`config.mk`:
```
export PLATFORM = sky130hd
export DESIGN_NAME = load_reader
export DESIGN_NICKNAME = d
export VERILOG_FILES = /design/src/rtl/load_reader.sv
export SDC_FILE = /design/constraint.sdc
export NUM_CORES = 1
export LEC_CHECK = 0
export ABC_AREA = 1
export CAP_MARGIN = 10
export CELL_PAD_IN_SITES_DETAIL_PLACEMENT = 0
export CELL_PAD_IN_SITES_GLOBAL_PLACEMENT = 1
export CORE_MARGIN = 2
export CORE_UTILIZATION = 30
export DETAILED_ROUTE_END_ITERATION = 10
export PLACE_DENSITY_LB_ADDON = 0.3
export SYNTH_ARGS = -nofsm -noshare
export SYNTH_HDL_FRONTEND = slang
export SYNTH_SLANG_ARGS = --single-unit
```
`constraint.sdc`:
```
create_clock -name clk -period 1.5 [get_ports clk]
set_input_delay 0.3 -clock clk [delete_from_list [all_inputs] [get_ports clk]]
set_output_delay 0.3 -clock clk [all_outputs]
set_load 0.005 [all_outputs]
```
`src/rtl/load_reader.sv`:
```
// rtl/load_reader.sv - load unit: word-aligned memory read, lane extraction and sign/zero extension
module load_reader #(
    parameter int MEM_LAT = 2
) (
    input  logic        clk,
    input  logic        reset_n,
    input  logic        start,
    input  logic [31:0] addr,
    input  logic [1:0]  size,
    input  logic        sign,
    output logic [31:0] mem_addr,
    output logic        mem_rd,
    input  logic [31:0] mem_data,
    output logic        busy,
    output logic        done,
    output logic [31:0] load_data,
    output logic        misalign
);

    typedef enum logic [2:0] {
        IDLE    = 3'd0,
        REQ     = 3'd1,
        WAIT    = 3'd2,
        CAPTURE = 3'd3,
        ERR     = 3'd4
    } state_t;

    localparam logic [2:0] LAT_M1 = 3'(MEM_LAT - 1);

    state_t      state, state_nxt;
    logic [2:0]  cnt;
    logic [1:0]  off_q;
    logic [1:0]  size_q;
    logic        sign_q;
    logic        misaligned;
    logic [31:0] shifted;
    logic [7:0]  lane_b;
    logic [15:0] lane_h;
    logic [31:0] extracted;

    assign misaligned = (size == 2'b11) ||
                        (size == 2'b01 && addr[0]) ||
                        (size == 2'b00 && addr[1:0] != 2'b00);

    always_comb begin
        state_nxt = state;
        case (state)
            IDLE:    if (start) state_nxt = misaligned ? ERR : REQ;
            REQ:     state_nxt = (MEM_LAT > 1) ? WAIT : CAPTURE;
            // cnt==1 here means it reaches 0 on this edge
            WAIT:    if (cnt == 3'd1) state_nxt = CAPTURE;
            CAPTURE: state_nxt = IDLE;
            ERR:     state_nxt = IDLE;
            default: state_nxt = IDLE;
        endcase
    end

    always_comb begin
        shifted   = mem_data >> {off_q, 3'b000};
        lane_b    = shifted[7:0];
        lane_h    = off_q[1] ? mem_data[31:16] : mem_data[15:0];
        extracted = mem_data;
        case (size_q)
            2'b01:   extracted = {{16{sign_q & lane_h[15]}}, lane_h};
            2'b10:   extracted = {{24{sign_q & lane_b[7]}}, lane_b};
            default: extracted = mem_data;
        endcase
    end

    always_ff @(posedge clk or negedge reset_n) begin
        if (!reset_n) begin
            state     <= IDLE;
            cnt       <= 3'd0;
            off_q     <= 2'b00;
            size_q    <= 2'b00;
            sign_q    <= 1'b0;
            mem_addr  <= 32'd0;
            load_data <= 32'd0;
            done      <= 1'b0;
            misalign  <= 1'b0;
        end else begin
            state    <= state_nxt;
            done     <= (state == CAPTURE) || (state == ERR);
            misalign <= (state == ERR);
            if (state == IDLE && start) begin
                mem_addr <= {addr[31:2], 2'b00};
                off_q    <= addr[1:0];
                size_q   <= size;
                sign_q   <= sign;
            end
            if (state == REQ)
                cnt <= LAT_M1;
            else if (state == WAIT)
                cnt <= cnt - 3'd1;
            if (state == CAPTURE)
                load_data <= extracted;
        end
    end

    assign mem_rd = (state == REQ);
    assign busy   = (state != IDLE);

endmodule
```
==> results of run 1 <==
final cells by class:
cell class / count / share of cell area [%]
Sequential cell: 75 / 31.3
Multi-Input combinational cell: 268 / 29.0
Timing Repair Buffer: 170 / 28.5
Clock buffer: 9 / 3.76
Tap cell: 168 / 3.51
Inverter: 33 / 2.11
Clock inverter: 6 / 1.88
stage by stage:
step / util (%) / std cells
after floorplan: - / 396
after global placement: 44.5 / 699
after detailed placement: 44.5 / 699
after CTS: 47.5 / 720
after global routing: 49.7 / 729
final: 49.7 / 729
power by group through the flow:
| stage | clock [W] | sequential, W | combinational, W |
|---|---|---|---|
| 5_1_grt | 0.00264 | 0.00375 | 0.00734 |
| 4_1_cts | 0.00255 | 0.00362 | 0.00621 |
| 3_3_place_gp | 0 | 0.00363 | 0.00634 |
| 2_1_floorplan | 0 | 0.00367 | 0.00333 |
| 6_report | 0.00249 | 0.00361 | 0.00667 |
| 3_5_place_dp | 0 | 0.00367 | 0.00637 |
synthesized netlist by cell type (2+ instances only):
| library cell | number | share of area, % |
|---|---|---|
| buf_2 | 7 | 0.94 |
| o22ai_1 | 2 | 0.34 |
| o21ai_0 | 18 | 2.4 |
| buf_4 | 4 | 0.81 |
| nor2_1 | 23 | 2.3 |
| a21oi_2 | 10 | 2.3 |
| a21oi_1 | 40 | 5.4 |
| o21ai_1 | 5 | 0.67 |
| nand3_1 | 17 | 2.3 |
| buf_6 | 5 | 1.5 |
| mux2_4 | 30 | 12 |
| dfrtp_1 | 75 | 50 |
| nand3_2 | 2 | 0.54 |
| inv_1 | 30 | 3.0 |
| nand2_1 | 105 | 11 |
| ha_1 | 4 | 1.3 |
| inv_2 | 2 | 0.20 |
| clkbuf_1 | 5 | 0.50 |
state kept, by name, indices dropped and copies added, names as in the netlist:
signal,cells
load_data,32
cnt,3
sign_q,1
done,1
off_q,2
mem_addr,30
misalign,1
size_q,2
state,3
how the worst min path moves through the flow:
stage	start	end	slack, ns
floorplan	reset_n	cnt[0]	0.004
global placement	reset_n	load_data[27]	0.23
detailed placement	reset_n	load_data[27]	0.23
CTS	reset_n	load_data[27]	0.42
global route	reset_n	load_data[27]	0.45
finish	reset_n	load_data[27]	0.42
cells by family (layout without fill, tap and decap cells):
group / Yosys count / after routing / share of synthesized area [%]
DFF: 75 / 75 / 50.3
muxes: 30 / 30 / 12.1
AOI/OAI and AO/OA: 78 / 78 / 11.7
other: 1 / 2 / 0.101
xor gates and xnor gates: 1 / 1 / 0.235
buffers and inverters: 54 / 218 / 7.08
adders and majority gates: 4 / 4 / 1.34
and+or+nand+nor: 152 / 153 / 17.1
routing by layer:
metal | track usage (%) | share of wire (%) | vias up
met1 | 20.6 | 44 | 1589
met2 | 27.1 | 51 | 60
met3 | 3.50 | 3.8 | 9
met4 | 4.34 | 1.3 | 0
met5 | 0 | 0 | -
li1 | - | - | 1613
layout by cell type (no fill, tap or decap), types with 5 or more instances in the layout:
| cell type | Yosys | final |
|---|---|---|
| inv_1 | 30 | 28 |
| a21oi_2 | 10 | 20 |
| a21oi_1 | 40 | 29 |
| buf_4 | 4 | 28 |
| dlygate4sd2_1 | 0 | 33 |
| clkbuf_16 | 0 | 9 |
| mux2_4 | 30 | 30 |
| buf_12 | 0 | 5 |
| nand3_1 | 17 | 16 |
| dfrtp_1 | 75 | 75 |
| nor2_1 | 23 | 21 |
| dlymetal6s2s_1 | 0 | 29 |
| o21ai_1 | 5 | 5 |
| nand2_1 | 105 | 100 |
| clkdlybuf4s50_1 | 0 | 70 |
| o21ai_0 | 18 | 17 |
repair_timing:
| action | 4_1_cts | 5_1_grt |
|---|---|---|
| gates cloned | 0 | 1 |
| hold buffers | 1 | 0 |
| resized for setup | 43 | 63 |
| setup buffers | 5 | 8 |
| pin swaps | 0 | 9 |
| hold endpoints to repair | 21 | 0 |
| setup endpoints to repair | 53 | 61 |
==> results.toml, run 1 <==
[worst_setup_path]
arrival_ns = 1.17
crit_cells = 1
crit_path_cell_trace = "clkdlybuf4s50_1"
slowest_delay_ns = 0.50
crit_end = "load_data[4]"
critPathBufInv = 1
cp-end-kind = "output pin"
r2r_end = "load_data[29]"
crit_type = "flip-flop to output pin"
setup.worst_path.start = "load_data[4]"
crit_path_start_kind = "flip-flop"
timing.rr.start = "size_q[0]"
r2r_setup_slack_ns = 0.03
cp_max_fo = 2
critPathRequiredTime_ns = 1.20
slowest_stage = "clkdlybuf4s50_1"
critPathTopFamily = "buffers and inverters"
timing.reg2reg.worst_path_depth = 9

[detailed_routing]
ant_nets = 0
vias = 3271
drt-total-wl_um = 10700
drc = 0
dr.pass1.iters = 4
wl_per_cell_um = 14.7
drt_iter0_drc = 104
viasPerCell = 4.49

[pwr]
p_clk_share_pct = 19.5
leakagePower_nw = 3.13
p_comb_share_pct = 52.2
max-vdd-ir-drop_mv = 0.804
p_int_w = 0.00823
power.density_nw_per_um2 = 2130
pwr-share-seq_pct = 28.3
switchingPower_w = 0.00455
power.total_w = 0.0128
switching_share_pct = 35.6

[placement]
dp_hpwl_um = 7790
preCtsSetupSlack_ns = -0.121
gp_congestion = 0.816
io_buffers = 135
place_area_um2 = 5370

[sta]
rsz0062_at_grt = "true"
period_share_pct = 98.3
skew_ns = 0.00587
hold_violations = 0
clock.fmax_mhz = 678
fin_setup_tns_ns = 0
setup_ws_ns = 0.0254
maxSlewViolCount = 0
finalSetupViolCount = 0
worst_hold_slack_ns = 0.418
min_period_ns = 1.47

[synth]
ys_seq_area_share_pct = 50.3
ys_warn_count = 0
netlist_instances = 395
synth-seq-cells = 75
synth_edf_count = 0
syn_area_um2 = 3730
synthArstFlopShare_pct = 100
syn_area_per_cell_um2 = 9.44
ys.flop_type = "dfrtp_1"
synthDistinctLibCells = 29

[cts]
clk_pin_slew_ns = 0.06
insertion_delay_ns = 0.33
cts_buffers = 9
cts-root-buf = "clkbuf_16"
cts.path.max_buffers = 2
cts_tree = "yes"
htreeDepth = 3
cts.sinks = 75

[cells_and_area]
nFillCells = 1140
diodes = 0
multi_input_area_um2 = 1740
design_area_um2 = 5990
synthToLayoutAreaGrowth_pct = 60.7
fin_nets = 631
drive_above_1_share_pct = 22.6
seq_area_um2 = 1880

[run]
drv_cap = 0

[run_status]
status = "complete, no violations"

[floorplan]
die_h_um = 115
initial_core_util_pct = 30.9
die_area_um2 = 13300
design.core.area_um2 = 12100
die_w_um = 115
ioPinCount = 138
row_count = 40

[grt]
grt_use_total_pct = 15.9
grt_pass1_wl_um = 16400
grt_start_max_net_pins = 35
antenna_found_initial = 0
grt_overflow = 0
grt_pass1_vias = 3291

[hold_path]
worstHoldPathType = "input port to asynchronous set/reset pin"
Note: power is estimated with default switching activity, not from simulation.
==> run 2, diff against run 1 <==
--- a/config.mk
+++ b/config.mk
@@ -12,7 +12,7 @@
 export CORE_MARGIN = 2
 export CORE_UTILIZATION = 30
 export DETAILED_ROUTE_END_ITERATION = 10
-export PLACE_DENSITY_LB_ADDON = 0.3
+export PLACE_DENSITY_LB_ADDON = 0.15
 export SYNTH_ARGS = -nofsm -noshare
 export SYNTH_HDL_FRONTEND = slang
 export SYNTH_SLANG_ARGS = --single-unit
==> results.toml, run 2 (same netlist as run 1, synthesis figures left out) <==
[cells_and_area]
final_common_cell = "nand2_1"
synthToLayoutAreaGrowth_pct = 55.2
fin_nets = 631
final_cells = 730
drive_above_1_share_pct = 19.6
largest_reg_flops = 32
top_regs = "load_data (32), mem_addr (30)"
diodes = 0
largest_register = "load_data"
finish.utilization_pct = 48.0
mostFrequentLayoutCells = "nand2_1, dfrtp_1, clkdlybuf4s50_1, dlygate4sd2_1, a21oi_1"

[sta]
finalSetupViolCount = 0
setup_ws_ns = 0.0383
min_period_ns = 1.46
skew_ns = 0.00620
hold_violations = 0
maxSlewViolCount = 0
fin_setup_tns_ns = 0
rsz0062_at_grt = "true"
clock.fmax_mhz = 684
period_share_pct = 97.4

[placement]
preCtsSetupSlack_ns = -0.141
io_buffers = 135
dp_hpwl_um = 8020
gp_congestion = 0.785
dp.cells = 700

[floorplan]
ioPinCount = 138
initial_core_util_pct = 30.9
design.core.area_um2 = 12100
die_area_um2 = 13300
die_h_um = 115
die_w_um = 115
row_count = 40

[cts]
cts_buffers = 9
clk_pin_slew_ns = 0.07
cts.sinks = 75
cts_tree = "yes"
cts-root-buf = "clkbuf_16"
htreeDepth = 3
cts.path.max_buffers = 2
insertion_delay_ns = 0.35

[run_status]
status = "complete, no violations"

[worst_setup_path]
critPathTopFamily = "buffers and inverters"
critPathRequiredTime_ns = 1.74
slowest_stage = "dfrtp_1"
crit_path_start_kind = "flip-flop"
crit_cells = 6
timing.reg2reg.worst_path_depth = 6
slowest_delay_ns = 0.38
arrival_ns = 1.70
crit_type = "flip-flop to flip-flop"
critPathBufInv = 3
crit_path_cell_trace = "buf_4, nor2_4, buf_6, nand3_4, buf_12, mux2_4"
cp_max_fo = 22
cp-end-kind = "flip-flop"

[grt]
grt_use_total_pct = 16.8
grt_start_max_net_pins = 35
grt_pass1_vias = 3300
antenna_found_initial = 0
grt_overflow = 0
grt_pass1_wl_um = 16900

[detailed_routing]
vias = 3239
wl_per_cell_um = 14.7
viasPerCell = 4.44
dr.pass1.iters = 4
drc = 0
ant_nets = 0
drt_iter0_drc = 126
drt-total-wl_um = 10700

[run]
drv_cap = 0

[pwr]
power.total_w = 0.0121
max-vdd-ir-drop_mv = 0.863
power.density_nw_per_um2 = 2100
leakagePower_nw = 2.91

[hold_path]
worstHoldPathType = "input port to asynchronous set/reset pin"
[run 2: report_power, final]
group          internal [W]  switching [W]
Clock               0.00147       0.000914
Combinational       0.00328        0.00290
Sequential          0.00304       0.000536
Total               0.00779        0.00435
[run 2: routing by layer]
layer | global-route usage (%) | vias up | share of wire [%]
li1 | - | 1606 | -
met1 | 20.4 | 1552 | 42
met2 | 28.6 | 66 | 52
met3 | 5.02 | 15 | 4.9
met4 | 5.94 | 0 | 1.5
met5 | 0 | - | 0
[run 2: final cells by class]
type / instances / area, um^2
multi-input cells: 267 / 1620
flip-flops and latches: 75 / 1880
repair buffers: 171 / 1630
fillers: 1204 / 6270
clock inverters: 7 / 101
well taps: 168 / 210
inverters: 33 / 126
clock buffers: 9 / 225
[run 2: worst register-to-register path: cells and delay by family (launching register included)]
kind	cells	cell delay [ns]
mux	1	0.33
simple gates	2	0.19
buf+inv	3	0.44
flops	1	0.38
[run 2: repair_timing]
action / 4_1_cts / 5_1_grt
cloned: 0 / 0
resized for setup: 69 / 15
setup endpoints to repair: 67 / 37
buffers inserted: 12 / 1
pin swaps: 1 / 0
hold buffers: 1 / 0
endpoints found under the hold margin: 23 / 0
[run 2: final timing paths]
check | startpoint | end | slack (ns)
worst min-delay path | reset_n | load_data[7] | 0.41
min in group clk | load_data[11] | load_data[11] | 0.48
max in group asynchronous | reset_n | load_data[2] | 0.62
worst max register to register | state[2] | mem_addr[29] | 0.04
worst min register to register | load_data[11] | load_data[11] | 0.48
worst max-delay path | state[2] | mem_addr[29] | 0.04
[run 2: per-stage QoR]
stage               area (um^2)  hold slack [ns]
floorplan                  3730          0.00441
global placement           5390            0.244
detailed placement         5390            0.249
CTS                        5740            0.418
global route               5790            0.462
finish                     5790            0.411
==> run 3, diff against run 2 <==
--- a/config.mk
+++ b/config.mk
@@ -10,7 +10,7 @@
 export CELL_PAD_IN_SITES_DETAIL_PLACEMENT = 0
 export CELL_PAD_IN_SITES_GLOBAL_PLACEMENT = 1
 export CORE_MARGIN = 2
-export CORE_UTILIZATION = 30
+export CORE_UTILIZATION = 33
 export DETAILED_ROUTE_END_ITERATION = 10
 export PLACE_DENSITY_LB_ADDON = 0.15
 export SYNTH_ARGS = -nofsm -noshare
==> constraint.sdc (replaced) <==
create_clock -name clk -period 1.43 [get_ports clk]
set_input_delay 0.286 -clock clk [delete_from_list [all_inputs] [get_ports clk]]
set_output_delay 0.286 -clock clk [all_outputs]
set_load 0.005 [all_outputs]
==> results.toml, run 3 (same netlist as run 1, synthesis figures left out) <==
[detailed_routing]
wl_per_cell_um = 15.5
ant_nets = 0
vias = 3292
drc = 0
drt_iter0_drc = 158
drt-total-wl_um = 10900
viasPerCell = 4.66
dr.pass1.iters = 4

[sta]
finalSetupViolCount = 0
maxSlewViolCount = 0
hold_violations = 0
fin_setup_tns_ns = 0
min_period_ns = 1.40
period_share_pct = 97.8
setup_ws_ns = 0.0316
rsz0062_at_grt = "true"
skew_ns = 0.00694
clock.fmax_mhz = 715

[cells_and_area]
top_regs = "load_data (32), mem_addr (30)"
final_cells = 706
drive_above_1_share_pct = 22.3
mostFrequentLayoutCells = "nand2_1, dfrtp_1, clkdlybuf4s50_1, dlygate4sd2_1, a21oi_1"
diodes = 0
largest_reg_flops = 32
fin_nets = 635
synthToLayoutAreaGrowth_pct = 57.8
final_common_cell = "nand2_1"
largest_register = "load_data"

[run_status]
status = "complete, no violations"

[placement]
dp.cells = 676
dp_hpwl_um = 7780
io_buffers = 135
gp_congestion = 0.827
preCtsSetupSlack_ns = -0.182

[worst_setup_path]
crit_path_start_kind = "flip-flop"
r2r_end = "mem_addr[3]"
slowest_stage = "dfrtp_1"
r2r_setup_slack_ns = 0.03
timing.rr.start = "state[2]"
crit_type = "flip-flop to flip-flop"
critPathRequiredTime_ns = 1.64
slowest_delay_ns = 0.40
crit_path_cell_trace = "nor2_4, buf_6, nand3_4, buf_12, mux2_4"
cp_max_fo = 22
timing.reg2reg.worst_path_depth = 5
arrival_ns = 1.61
cp-end-kind = "flip-flop"

[cts]
htreeDepth = 3
cts-root-buf = "clkbuf_16"
clk_pin_slew_ns = 0.06
cts_buffers = 9
cts.sinks = 75
insertion_delay_ns = 0.34
cts_tree = "yes"
cts.path.max_buffers = 2

[pwr]
power.total_w = 0.0130
power.density_nw_per_um2 = 2220
leakagePower_nw = 2.90
max-vdd-ir-drop_mv = 0.946

[run]
drv_cap = 0

[grt]
grt_pass1_vias = 3280
antenna_found_initial = 0
grt_start_max_net_pins = 43
grt_pass1_wl_um = 16200
grt_use_total_pct = 17.4
grt_overflow = 0

[floorplan]
die_h_um = 110
die_area_um2 = 12200
initial_core_util_pct = 34.1
ioPinCount = 138
design.core.area_um2 = 10900
row_count = 38
die_w_um = 110

[hold_path]
worstHoldPathType = "input port to asynchronous set/reset pin"
==> run 3: cell types whose count changed in the layout (fill, tap and decap cells not counted), sizes merged <==
cell | previous run | this run
dlymetal6s2s | 4 | 0
inv | 34 | 36
dlygate4sd2 | 60 | 64
bufinv | 2 | 0
clkinv | 2 | 3
clkinvlp | 2 | 1
buf | 37 | 39
nand2 | 106 | 107
clkbuf | 10 | 11
==> run 3: area by class of cell <==
type                       instances  area [um^2]
clock buffer                       9          225
clock inverter                     7         65.1
fill                            1056         5050
inverter                          33          131
multi-input combinational        268         1730
sequential                        75         1880
tap                              140          175
timing repair buffer             174         1680
==> run 3: layer usage <==
metal  part of all wire (%)  track usage, %  vias up
li1                       -               -     1617
met3                    5.7            4.59        8
met5                      0               0        -
met2                     49            29.2       84
met4                   0.81            4.20        0
met1                     44            22.5     1583
==> run 3: power by group <==
| part | leakage, nW | internal, W | total [W] | switching [W] |
|---|---|---|---|---|
| combinational | 1.87 | 0.00369 | 0.00703 | 0.00334 |
| sequential | 0.896 | 0.00318 | 0.00377 | 0.000593 |
| clock | 0.140 | 0.00122 | 0.00223 | 0.00101 |
==> run 3: worst max-delay path: cells and delay by family (launching register included) <==
| kind | cells | cell delay [ns] |
|---|---|---|
| buffers and inverters | 2 | 0.32 |
| DFF | 1 | 0.40 |
| muxes | 1 | 0.32 |
| and+or+nand+nor | 2 | 0.23 |
==> run 3: how the worst max path moves through the flow <==
stage	start	to	slack (ns)
6_report	state[2]	mem_addr[3]	0.03
5_1_grt	state[1]	busy	-0.04
4_1_cts	state[2]	mem_addr[3]	0.02
3_5_place_dp	start	mem_addr[3]	-0.18
3_3_place_gp	start	mem_addr[30]	-0.16
2_1_floorplan	size_q[0]	load_data[13]	0.07
==> run 3: timing repair <==
| item | CTS | global route |
|---|---|---|
| hold buffers | 1 | 0 |
| setup endpoints to repair | 98 | 55 |
| endpoints found under the hold margin | 75 | 0 |
| gates resized for setup | 84 | 26 |
| buffers inserted | 9 | 1 |
| pin swaps | 1 | 4 |
| cloned | 0 | 3 |
==> run 3: stage by stage <==
| step | hold slack [ns] | cell area, um^2 | util, % |
|---|---|---|---|
| 6_report | 0.457 | 5880 | 53.8 |
| 4_1_cts | 0.461 | 5700 | 52.1 |
| 3_5_place_dp | 0.272 | 5390 | 49.3 |
| 5_1_grt | 0.476 | 5880 | 53.8 |
| 3_3_place_gp | 0.269 | 5390 | 49.3 |
| 2_1_floorplan | -0.00959 | 3730 | - |
